File: src/rtl/axi_progmem_wr_slave.sv
// axi_progmem_wr_slave: AXI4-Lite write-only slave that writes accepted words into a BRAM write port
// Optional feature macro: PROGMEM_WR_COUNT_EN (adds a saturating 32-bit count of legal writes)
// Ports:
//   clk, rst                      clock, asynchronous active-high reset
//   axi_aw*/axi_w*                AXI4-Lite write address / write data channels
//   b_ready, b_valid, b_response  write response channel (00 OKAY, 10 SLVERR)
//   mem_we/mem_addr/mem_wdata/mem_be  BRAM synchronous write port (word index, data, byte enables)
//   wr_count                      legal-write counter, only with PROGMEM_WR_COUNT_EN
module axi_progmem_wr_slave #(
   parameter int MEM_ADDR_SIZE = 32,
   parameter int DATA_WIDTH = 32,
   parameter int MEM_DEPTH_WORDS = 4096,
   parameter logic [MEM_ADDR_SIZE-1:0] BASE_ADDR = '0,
   localparam int IDX_W = $clog2(MEM_DEPTH_WORDS)
) (
   input  logic                     clk,
   input  logic                     rst,
   input  logic [MEM_ADDR_SIZE-1:0] axi_awaddr,
   input  logic                     axi_awvalid,
   output logic                     axi_awready,
   input  logic [DATA_WIDTH-1:0]    axi_wdata,
   input  logic [DATA_WIDTH/8-1:0]  axi_wstrb,
   input  logic                     axi_wvalid,
   output logic                     axi_wready,
   input  logic                     b_ready,
   output logic                     b_valid,
   output logic [1:0]               b_response,
   output logic                     mem_we,
   output logic [IDX_W-1:0]         mem_addr,
   output logic [DATA_WIDTH-1:0]    mem_wdata,
   output logic [DATA_WIDTH/8-1:0]  mem_be
`ifdef PROGMEM_WR_COUNT_EN
   ,output logic [31:0]             wr_count
);
`else
);
`endif
   typedef enum logic [2:0] {INIT, IDLE, WAIT_W, WAIT_AW, WRITE, RESP} state_t;
   state_t r_state, w_next;
   logic r_awready, r_wready, r_bvalid, r_mem_we;
   logic [1:0] r_bresp;
   logic [MEM_ADDR_SIZE-1:0] r_addr, w_addr, w_off;
   logic [DATA_WIDTH-1:0] r_data, w_data, r_mem_wdata;
   logic [DATA_WIDTH/8-1:0] r_strb, w_strb, r_mem_be;
   logic [IDX_W-1:0] r_mem_addr;
   logic w_aw, w_w, w_legal;
   assign axi_awready = r_awready;
   assign axi_wready = r_wready;
   assign b_valid = r_bvalid;
   assign b_response = r_bresp;
   assign mem_we = r_mem_we;
   assign mem_addr = r_mem_addr;
   assign mem_wdata = r_mem_wdata;
   assign mem_be = r_mem_be;
   assign w_aw = axi_awvalid && r_awready;
   assign w_w = axi_wvalid && r_wready;
   // Bypass the capture registers so a handshake on the edge entering WRITE is already decoded
   assign w_addr = w_aw ? axi_awaddr : r_addr;
   assign w_data = w_w ? axi_wdata : r_data;
   assign w_strb = w_w ? axi_wstrb : r_strb;
   assign w_off = w_addr - BASE_ADDR;
   assign w_legal = (w_addr >= BASE_ADDR) && (w_off[1:0] == 2'b00) &&
                    ({2'b00, w_off[MEM_ADDR_SIZE-1:2]} < MEM_ADDR_SIZE'(MEM_DEPTH_WORDS));
   always_comb begin
      w_next = r_state;
      case (r_state)
         INIT:    w_next = IDLE;
         IDLE:    w_next = (w_aw && w_w) ? WRITE : w_aw ? WAIT_W : w_w ? WAIT_AW : IDLE;
         WAIT_W:  w_next = w_w ? WRITE : WAIT_W;
         WAIT_AW: w_next = w_aw ? WRITE : WAIT_AW;
         WRITE:   w_next = RESP;
         RESP:    w_next = b_ready ? IDLE : RESP;
         default: w_next = INIT;
      endcase
   end
   always_ff @(posedge clk or posedge rst) begin
      if (rst) r_state <= INIT;
      else r_state <= w_next;
   end
   // Handshake and memory outputs are registered from the next state so they line up with it
   always_ff @(posedge clk or posedge rst) begin
      if (rst) begin
         r_awready <= 1'b0;
         r_wready <= 1'b0;
         r_bvalid <= 1'b0;
         r_bresp <= 2'b00;
         r_mem_we <= 1'b0;
         r_mem_addr <= '0;
         r_mem_wdata <= '0;
         r_mem_be <= '0;
         r_addr <= '0;
         r_data <= '0;
         r_strb <= '0;
      end else begin
         r_awready <= (w_next == IDLE) || (w_next == WAIT_AW);
         r_wready <= (w_next == IDLE) || (w_next == WAIT_W);
         r_bvalid <= w_next == RESP;
         r_mem_we <= (w_next == WRITE) && w_legal;
         if (w_aw) r_addr <= axi_awaddr;
         if (w_w) r_data <= axi_wdata;
         if (w_w) r_strb <= axi_wstrb;
         if ((w_next == WRITE) && w_legal) begin
            r_mem_addr <= w_off[IDX_W+1:2];
            r_mem_wdata <= w_data;
            r_mem_be <= w_strb;
         end
         // mem_we is high in WRITE exactly when the captured address was legal
         if (r_state == WRITE) r_bresp <= r_mem_we ? 2'b00 : 2'b10;
      end
   end
`ifdef PROGMEM_WR_COUNT_EN
   logic [31:0] r_wr_count;
   assign wr_count = r_wr_count;
   always_ff @(posedge clk or posedge rst) begin
      if (rst) r_wr_count <= '0;
      else if ((r_state == WRITE) && r_mem_we && (r_wr_count != 32'hFFFF_FFFF)) r_wr_count <= r_wr_count + 32'd1;
   end
`endif
endmodule

File: config.mk
export PLATFORM = sky130hd
export DESIGN_NAME = axi_progmem_wr_slave
export DESIGN_NICKNAME = d
export VERILOG_FILES = /design/src/rtl/axi_progmem_wr_slave.sv
export SDC_FILE = /design/constraint.sdc
export NUM_CORES = 1
export LEC_CHECK = 0
export ABC_AREA = 1
export CORE_MARGIN = 4
export CORE_UTILIZATION = 40
export DETAILED_ROUTE_END_ITERATION = 8
export PLACE_DENSITY = 0.67
export SETUP_SLACK_MARGIN = 0.15
export SLEW_MARGIN = 20
export SYNTH_ARGS = -nofsm -noshare
export SYNTH_HDL_FRONTEND = slang
export SYNTH_SLANG_ARGS = --single-unit
File: constraint.sdc
create_clock -name clk -period 4.8 [get_ports clk]
set_input_delay 0.96 -clock clk [delete_from_list [all_inputs] [get_ports clk]]
set_output_delay 0.96 -clock clk [all_outputs]
set_load 0.05 [all_outputs]
==> Word level (Yosys, flattened, before mapping) <==
Cells that the tools add are included.
{ "totals": {"elab_cells": 45, "in_bits": 73, "ff_bits": 125, "output_inout_bits": 54} }
{ "op_classes": {"n_lt_le_gt_ge": 2, "n_reduce_logical": 10, "n_mux": 11, "n_eq_ne": 10} }
{ "ops": {"columns": ["cell", "n"], "rows": [
  ["2-to-1 mux 32 bit", 2],
  ["greater-or-equal comparator 32 x 1 -> 1 bit, second input constant", 1],
  ["< comparator 30 x 13 -> 1 bit, second input constant", 1],
  ["case mux 3 bit (6 select lines)", 1],
  ["equality test 3 x 2 -> 1 bit, second input constant", 4],
  ["equality test 3 bit, second input constant", 4],
  ["2-to-1 mux 3 bit", 4],
  ["equality test 3 x 1 -> 1 bit, second input constant", 2],
  ["logical AND 1 bit", 6],
  ["2-to-1 mux 2 bit", 3],
  ["2-to-1 mux 4 bit", 1],
  ["zero test 3 bit", 1],
  ["zero test 2 bit", 1],
  ["logical OR 1 bit", 2]
]} }

==> Longest topological paths before layout <==
{ "depth": {"word_depth": 7, "mapped_depth": 15} }

==> Least setup slack after synthesis <==
No wires, ideal clock.
{ "synth_path": {"path_type": "input port to flip-flop", "from": "input axi_awvalid", "to": "register r_mem_wdata[21], in the netlist mem_wdata[21]", "setup_slack_ns": 1.828, "path_stages": 14, "t_required_ns": 4.681, "n_path_buf": 5, "arrival_time_ns": 2.853, "cell_sequence": "buf_4 > nand2_4 > inv_1 > buf_2 > buf_1 > ha_1 > nand4_1 > nand4_1 > nor2_2 > nand3_1 > buf_2 > buf_6 > nand2_1 > nand2_1"} }
{ "synth_between": {"elab_chain_cells": 6, "word_cells_on_any_way": 14, "cone_classes": "2 x order compare; 1 x eq/ne; 5 x mux; 6 x reduce/logical"} }
{ "synth_lines": {"columns": ["item", "line", "text"], "rows": [
  ["start, declared", "19", "input logic axi_awvalid,"],
  ["logical AND 1 bit *", "55", "assign w_aw = axi_awvalid && r_awready;"],
  ["2-to-1 mux 32 bit, or another cell as far along", null, null],
  ["greater-or-equal comparator 32 x 1 -> 1 bit, or another cell as far along", "62", "assign w_legal = (w_addr >= BASE_ADDR) && (w_off[1:0] == 2'b00) &&"],
  ["logical AND 1 bit or case mux 3 bit (6 select lines) (tied branches)", "62, 66", null],
  ["logical AND 1 bit or equality test 3 bit (tied branches)", "62, 102", null],
  ["logical AND 1 bit *", "102", "if ((w_next == WRITE) && w_legal) begin"],
  ["end signal, assigned", "104", "r_mem_wdata <= w_data;"],
  ["end, declared", "43", "logic [DATA_WIDTH-1:0] r_data, w_data, r_mem_wdata;"]
]} }
Every way passes the cells marked *; elsewhere a longest branch is shown, timed or not.
A chain may end at the register's enable or synchronous reset.

==> Worst setup path in the final report <==
{ "layout_path": {"from": "input axi_awvalid", "to": "register r_mem_wdata[13], in the netlist mem_wdata[13]"} }
The elaborated chain is that of the path after synthesis.

==> flow_summary.yaml <==
power:
  cellPowerDensity_mw_per_mm2: 520
  power.switching_uw: 1170
  intPower_uw: 2570
  combPwrFrac_pct: 24.4
  seq_power_share_pct: 38.9
  vdd_drop_max_uv: 203
  sw_frac_of_total_pct: 31.3
  p_leak_uw: 0.00377
  power_frac_clock_pct: 36.7
finish:
  area_delta_synth_final_pct: 38.7
  drive_above_1_share_pct: 6.66
  antennaDiodeCount: 0
  nets: 812
  nFillCells: 1150
  final_cell_mix: "nand2_1, clkdlybuf4s50_1, dfrtp_1"
  post-route-util_pct: 56.7
  final_common_cell: "nand2_1"
setup_path:
  slowest_delay_ps: 720
  cp-startpoint: "axi_awvalid"
  r2r_slack_ps: 1860
  cp_cell_sequence: "clkdlybuf4s50_1 -> nand2_4 -> buf_4 -> o21ai_0 -> nand2_1 -> nor2_1 -> nand2_1 -> nor2_4 -> buf_4 -> nand3_1 -> nand2_1"
  crit_top_cell: "nand2_1"
  cp.depth: 11
  r2r_cells: 10
  cp-start-kind: "input pin"
  end_kind: "flip-flop"
  r2r-start: "axi_awready"
  critPathBufInv: 3
  crit_type: "input pin to flip-flop"
  rr_endpoint: "mem_wdata[13]"
  critPathTopFamily: "buffers and inverters"
  path_max_fanout: 28
  slowest_stage: "clkdlybuf4s50_1"
  cp-endpoint: "mem_wdata[13]"
  cp.arrival_ps: 3950
  cp_data_required_time_ps: 5140
floorplanning:
  rows: 41
  die_width_um: 122
  dieArea_sq_mm: 0.0148
  die_y_um: 122
  io_pins: 127
  start_util_pct: 40.9
  core_sq_mm: 0.0127
yosys:
  synth_ff_type: "dfrtp_1"
  synth_seq_cells: 124
  ys_types: 23
  syn_nets: 691
  synthesis.area_sq_mm: 0.00518
  async_flop_share_pct: 100
  syn_avg_cell_area_sq_um: 8.40
  syn_inst: 617
  synth_seq_area_share_pct: 59.9
  ys.warnings.count: 0
  synth_enable_flop_cells: 0
timing:
  setup_viol: 0
  worstMarginPinSlew_ps: 622
  finClkSkew_ps: 10.5
  finalHoldViolations: 0
  fmax_ghz: 0.277
  fin_crit_sh_pct: 75.2
  hold_slack_ps: 473
  setup_tns_ps: 0
  max_slew_margin_pct: 58.4
  min_period_ps: 3610
  rsz0062_at_grt: "no"
  drv_slew: 0
  finalWorstSetupSlack_ps: 1190
clocking:
  htreeDepth: 4
  clk_latency_ps: 400
  cts_sinks: 124
  ctsHoldBuffers: 0
  clockBufferDepth: 2
  cts_tree: "done"
  clockRootBuffer: "clkbuf_16"
  ctsResizeCount: 0
  clk_pin_slew_ps: 60
  cts_buffers: 17
  cts_setup_buffers: 0
grt:
  antenna_found_initial: 0
  grt_pass1_wl_um: 21700
  grt_usage_pct: 18.5
  grt_max_degree: 52
  gr-total-overflow: 0
  grt_pass1_vias: 4542
drt:
  drtIter0Drc: 214
  ant_nets: 0
  vias: 4319
  drt_drc_violations_left: 0
  drtPass1Iterations: 4
  wl_per_cell_um: 14.1
  wl_um: 13100
  routed_via_density: 4.68
outcome:
  outcome: "completed"
placed_design:
  gp_congestion: 0.821
  dp_hpwl_um: 8890
  dp_worst_setup_slack_ps: 771
  portBuffers: 125
min_path:
  hp-class: "flip-flop to flip-flop"
  hold_depth: 2
flow_run:
  cap_violations: 0
final cells by class:
class                      instances  area (sq um)  area share (%)
sequential                       124          3100            43.2
multi-input combinational        408          1700            23.6
timing repair buffer             135          1330            18.5
clock buffer                      22           484            6.74
tap                              172           215            2.99
inverter                          52           198            2.75
clock inverter                    10           161            2.25
power by group through the flow:
stage | logic (uW) | clock network, uW | registers (uW)
2_1_floorplan | 626 | 0 | 1490
3_3_place_gp | 874 | 0 | 1460
3_5_place_dp | 903 | 0 | 1470
4_1_cts | 916 | 1400 | 1450
5_1_grt | 1040 | 1450 | 1490
6_report | 913 | 1370 | 1450
flip-flops by register name (all words and copies together), names as in the netlist, 3 cells and up:
register	cells
mem_addr	12
mem_be	4
mem_wdata	32
r_addr	32
r_data	32
r_state	3
r_strb	4
kinds of logic after synthesis:
| kind of cell | count (synthesis) | synth area share [%] |
|---|---|---|
| simple gates | 392 | 30.6 |
| flops | 124 | 59.9 |
| buf+inv | 85 | 7.61 |
| compound gates | 14 | 1.59 |
| fa+ha+maj | 1 | 0.242 |
| other cells | 1 | 0.0724 |
worst min path at each step:
stage,start,endpoint,slack [ps]
2_1_floorplan,r_addr[10],r_addr[10],450
5_1_grt,r_data[5],r_data[5],490
6_report,r_data[5],r_data[5],470
3_5_place_dp,mem_wdata[30],mem_wdata[30],460
3_3_place_gp,r_data[18],r_data[18],460
4_1_cts,r_data[26],r_data[26],480
cell usage after synthesis, types with 3 or more instances:
master | number | area share, %
buf_1 | 3 | 0.22
buf_2 | 6 | 0.58
buf_4 | 6 | 0.87
buf_6 | 6 | 1.3
clkbuf_1 | 12 | 0.87
dfrtp_1 | 124 | 60
inv_1 | 52 | 3.8
nand2_1 | 304 | 22
nand3_1 | 62 | 6.0
nand4_1 | 5 | 0.60
nor2_1 | 15 | 1.1
o21ai_1 | 6 | 0.58
o21ai_2 | 3 | 0.51
stage by stage:
stage | area [sq um] | cells | total power, uW
floorplan | 5180 | 617 | 2120
global placement | 6540 | 891 | 2330
detailed placement | 6540 | 891 | 2370
CTS | 7190 | 923 | 3770
global route | 7190 | 923 | 3980
finish | 7190 | 923 | 3740
per-layer routing:
metal  global-route usage, %  up-vias  share of wire (%)
li1                        -     2125                  -
met1                    24.4     2056                 44
met2                    30.0      127                 50
met3                    5.15       11                5.2
met4                    5.88        0               0.97
met5                       0        -                  0
worst min-delay path, cell delays in order, from the launching register on:
cell	delay [ps]
dfrtp_1	320
nand2_1	50
nand2_1	70
No activity file was read; power rests on OpenSTA's default activity.
